--- config.mk ---
export PLATFORM = sky130hd
export DESIGN_NAME = fetch_pc_gen
export DESIGN_NICKNAME = d
export VERILOG_FILES = /design/src/rtl/fetch_pc_gen.sv
export SDC_FILE = /design/constraint.sdc
export NUM_CORES = 1
export LEC_CHECK = 0
export BUFFER_PORTS_ARGS = -buffer_cell sky130_fd_sc_hd__buf_2
export CAP_MARGIN = 20
export CORE_MARGIN = 3
export CORE_UTILIZATION = 40
export DETAILED_ROUTE_END_ITERATION = 16
export PLACE_DENSITY = 0.67
export SLEW_MARGIN = 40
export SYNTH_ARGS = -nofsm -noshare
export SYNTH_HDL_FRONTEND = slang
export SYNTH_SLANG_ARGS = --single-unit
--- constraint.sdc ---
create_clock -name clk -period 6.2 [get_ports clk]
set_input_delay 0.93 -clock clk [delete_from_list [all_inputs] [get_ports clk]]
set_output_delay 0.93 -clock clk [all_outputs]
set_load 0.03 [all_outputs]
--- src/rtl/fetch_pc_gen.sv ---
// Fetch PC generator: sequential/BTB-predicted next PC, I-cache request handshake,
// single-entry fetch record register toward decode, and EX redirect handling.
module fetch_pc_gen #(
   parameter int unsigned            ADDR_WIDTH = 64,
   parameter logic [ADDR_WIDTH-1:0]  RESET_PC   = ADDR_WIDTH'(64'h0000_0000_0000_1000),
   parameter int unsigned            INST_BYTES = 4
) (
   input  logic                  clk,
   input  logic                  reset,
   output logic [ADDR_WIDTH-1:0] pc_if,
   input  logic                  btb_hit,
   input  logic [ADDR_WIDTH-1:0] btb_target,
   input  logic                  redirect_valid,
   input  logic [ADDR_WIDTH-1:0] redirect_pc,
   output logic                  req_valid,
   output logic [ADDR_WIDTH-1:0] req_addr,
   input  logic                  req_ready,
   output logic                  out_valid,
   output logic [ADDR_WIDTH-1:0] out_pc,
   output logic                  out_pred_taken,
   output logic [ADDR_WIDTH-1:0] out_pred_target,
   input  logic                  out_ready,
   output logic [31:0]           redirect_count
);

   localparam int unsigned ALIGN_BITS = (INST_BYTES > 1) ? $clog2(INST_BYTES) : 0;
   localparam logic [ADDR_WIDTH-1:0] ALIGN_MASK =
      ~((ADDR_WIDTH'(1) << ALIGN_BITS) - ADDR_WIDTH'(1));

   typedef enum logic [1:0] {StBoot, StRun, StHold} state_e;

   state_e state_q, state_d;

   logic [ADDR_WIDTH-1:0] pc_q, pc_d;
   logic                  out_valid_q, out_valid_d;
   logic [ADDR_WIDTH-1:0] out_pc_q, out_pc_d;
   logic                  out_taken_q, out_taken_d;
   logic [ADDR_WIDTH-1:0] out_target_q, out_target_d;
   logic [31:0]           cnt_q, cnt_d;

   logic                  stall;
   logic                  accept;
   logic [ADDR_WIDTH-1:0] redirect_aligned;

   // A pending record that decode refuses blocks acceptance, so the record is never overwritten.
   assign stall            = out_valid_q && !out_ready;
   assign accept           = (state_q == StRun) && req_ready && !stall;
   assign redirect_aligned = redirect_pc & ALIGN_MASK;

   // State register
   always_ff @(posedge clk or negedge reset) begin
      if (!reset) begin
         state_q <= StBoot;
      end else begin
         state_q <= state_d;
      end
   end

   // Next-state logic
   always_comb begin
      state_d = state_q;
      case (state_q)
         StBoot:  state_d = StRun;
         StRun: begin
            if (redirect_valid)  state_d = StRun;
            else if (stall)      state_d = StHold;
         end
         StHold: begin
            if (redirect_valid || out_ready) state_d = StRun;
         end
         default: state_d = StBoot;
      endcase
   end

   // FSM outputs
   always_comb begin
      req_valid = (state_q == StRun);
   end

   // Datapath next-state: redirect wins over consume/accept outside BOOT.
   always_comb begin
      pc_d         = pc_q;
      out_valid_d  = out_valid_q;
      out_pc_d     = out_pc_q;
      out_taken_d  = out_taken_q;
      out_target_d = out_target_q;
      cnt_d        = cnt_q + 32'(redirect_valid);

      if (state_q == StBoot) begin
         if (redirect_valid) pc_d = redirect_aligned;
      end else if (redirect_valid) begin
         pc_d        = redirect_aligned;
         out_valid_d = 1'b0;
      end else begin
         if (out_valid_q && out_ready) out_valid_d = 1'b0;
         if (accept) begin
            out_valid_d  = 1'b1;
            out_pc_d     = pc_q;
            out_taken_d  = btb_hit;
            out_target_d = btb_hit ? btb_target : '0;
            pc_d         = btb_hit ? btb_target : pc_q + ADDR_WIDTH'(INST_BYTES);
         end
      end
   end

   always_ff @(posedge clk or negedge reset) begin
      if (!reset) begin
         pc_q         <= RESET_PC;
         out_valid_q  <= 1'b0;
         out_pc_q     <= '0;
         out_taken_q  <= 1'b0;
         out_target_q <= '0;
         cnt_q        <= '0;
      end else begin
         pc_q         <= pc_d;
         out_valid_q  <= out_valid_d;
         out_pc_q     <= out_pc_d;
         out_taken_q  <= out_taken_d;
         out_target_q <= out_target_d;
         cnt_q        <= cnt_d;
      end
   end

   assign pc_if           = pc_q;
   assign req_addr        = pc_q;
   assign out_valid       = out_valid_q;
   assign out_pc          = out_pc_q;
   assign out_pred_taken  = out_taken_q;
   assign out_pred_target = out_target_q;
   assign redirect_count  = cnt_q;

endmodule
==> metrics.txt <==
outcome finished clean; Pleak 7.22 nW; Reg2Reg Depth 6; number of I/O pins 425; I/O Buffers 422; Clock Skew 0.00977 ns; layout cells sized above 1 0.288; total CTS buffers 26; fin util 0.512; Tot Pwr 0.00529 W; fmax 280 MHz; Mapped Avg Cell Area 8.41 um2; post-synthesis sequential area ratio 0.492; hold crit path type input pin to async pin; row count 61; CP arrival 3.94 ns; Clock Path Buffers 3; final hold violations 0; area leader, netlist dfrtp_1; htree depth 1; Syn Nets 1,516; headroom to the max-slew limit 0.417; Layout fillers 2,734; Post-DRT Antenna Nets 0; Clk pin slew, worst setup/hold paths 0.06 ns; Setup CP Type input pin to register; largest net degree at the start of global routing 146; Die H 176 um; Clock Latency Late Sink 0.53 ns; Detailed Routing Iterations Pass 1 5; MaxCap Viol Count 0; initial DRC count 901; vias in the first global route 10.7k; GP Congestion 0.855; Vias/cell 5.32; maximum VDD drop 0.199 mV; Yosys reg bits 228; GRT overflow 0; final wirelength 40,700 um; Top FF cell, synth dfrtp_1; PwrDens 367 mW/mm2; Final Max Tran Viols 0; Post-CTS Setup Bufs 0; Post-CTS Hold Fix Bufs 0; CP Capture Type register; Post-Syn Area 0.0116 mm2; most frequent cells in the layout 419 x buf_2, 416 x nand2_1, 227 x dfrtp_1; Syn. warnings 0; synth unique cells 58; first-pass GRT wire length 62,000 um; Final Net Count 1,826; Setup TNS 0 ns; Chip Width 176 um; crit path launch type input pin; commonest non-fill, non-tap cell in the layout buf_2; CTS root buf clkbuf_16; CP Max Fanout 105; Synth top area share 0.490; min Tclk post-route 3.57 ns; Residual DRC 0; vias 11.2k; Worst-Margin Slew 0.866 ns; Gate Count Post-Synth 1,379; DP Wirelength 28,800 um; final setup fails 0; CTS resizes 0; initial antenna violation count 8; GRT Util Overall 0.251; CTS tree done; ys async rst share 1.00; area delta synth->final 24.4%; Reg2Reg Setup Slack 3.15 ns; core outline area 0.0282 mm2; RSZ-0062 raised after global routing no; Post-synth EDFFs 0; Req. time, crit path 6.57 ns; Final period util 0.576; Sink Count 228; starting density of the core 0.412; largest cells by area after synthesis dfrtp_1 49%, nand2_1 13%, o21ai_0 4.1%, buf_4 4.1%, xnor2_1 3.6%; WL/cell 19.4 um; Die ar. 0.0311 mm2
[stage by stage]
stage / cell area, um2 / std cells / hold slack (ns) / setup slack (ns)
2_1_floorplan: 11600 / 1379 / 0.508 / 3.68
3_3_place_gp: 13500 / 2037 / 0.449 / 1.91
3_5_place_dp: 13500 / 2038 / 0.451 / 2.14
4_1_cts: 14400 / 2086 / 0.399 / 2.66
5_1_grt: 14400 / 2094 / 0.433 / 2.48
6_report: 14400 / 2095 / 0.373 / 2.63
[cell type report]
| type | instances | area [um2] | area share |
|---|---|---|---|
| Clock buffer | 36 | 739 | 0.0513 |
| Clock inverter | 12 | 97.6 | 0.00677 |
| Timing Repair Buffer | 433 | 2250 | 0.156 |
| Antenna cell | 8 | 20.0 | 0.00139 |
| Inverter | 13 | 48.8 | 0.00338 |
| Sequential cell | 228 | 5710 | 0.396 |
| Multi-Input combinational cell | 987 | 5090 | 0.353 |
| Tap cell | 378 | 473 | 0.0328 |
[metal layers]
layer	track usage	share of wire	vias to the layer above
li1	-	-	5242
met1	0.339	0.42	5381
met2	0.408	0.48	466
met3	0.0557	0.078	63
met4	0.0723	0.022	2
met5	0	0.00030	-
[cells in the mapped netlist, types with 12 or more instances]
| library cell | count |
|---|---|
| o221ai_1 | 14 |
| xor2_1 | 24 |
| nand4_1 | 29 |
| a21oi_1 | 57 |
| o21ai_0 | 96 |
| xnor2_1 | 48 |
| clkbuf_1 | 83 |
| nor3_1 | 36 |
| inv_1 | 12 |
| buf_4 | 64 |
| nand3_1 | 59 |
| nor4_1 | 17 |
| nor2_1 | 73 |
| and3_1 | 12 |
| nand2_1 | 417 |
| dfrtp_1 | 227 |
[kinds of logic after synthesis]
logic type	count (synthesis)	share of synthesized area
adders and majority gates	3	0.00324
AOI/OAI and AO/OA	226	0.116
DFF	228	0.492
muxes	2	0.00183
and+or+nand+nor	684	0.259
buffers and inverters	164	0.0742
xor gates and xnor gates	72	0.0544
[state kept, by name (all words and copies together) (netlist names)]
name / cells
out_pc: 64
out_pred_taken: 1
out_pred_target: 64
out_valid: 1
pc_if: 64
redirect_count: 32
state_q: 2
[report_power, final]
| part | internal [W] | switching (W) |
|---|---|---|
| clock network | 0.000877 | 0.000639 |
| registers | 0.00177 | 0.000293 |
| logic | 0.000472 | 0.00125 |
[worst max-delay path, cell delays in order]
cell,delay (ns)
buf_4,0.36
clkinv_1,0.76
nand2_8,0.74
buf_4,0.73
o21ai_0,0.24
[final timing paths]
| check | start | to |
|---|---|---|
| hold / removal | reset | out_pred_target[9]$_DFFE_PN0P_ |
| min in group clk | out_pred_target[33]$_DFFE_PN0P_ | out_pred_target[33]$_DFFE_PN0P_ |
| setup reg to reg | state_q[0]$_DFFE_PN0P_ | out_pred_target[8]$_DFFE_PN0P_ |
| setup / recovery | redirect_valid | out_pred_target[8]$_DFFE_PN0P_ |
| max in group asynchronous | reset | out_pred_target[35]$_DFFE_PN0P_ |
| hold reg to reg | out_pred_target[33]$_DFFE_PN0P_ | out_pred_target[33]$_DFFE_PN0P_ |
No activity file was read; power rests on OpenSTA's default activity.
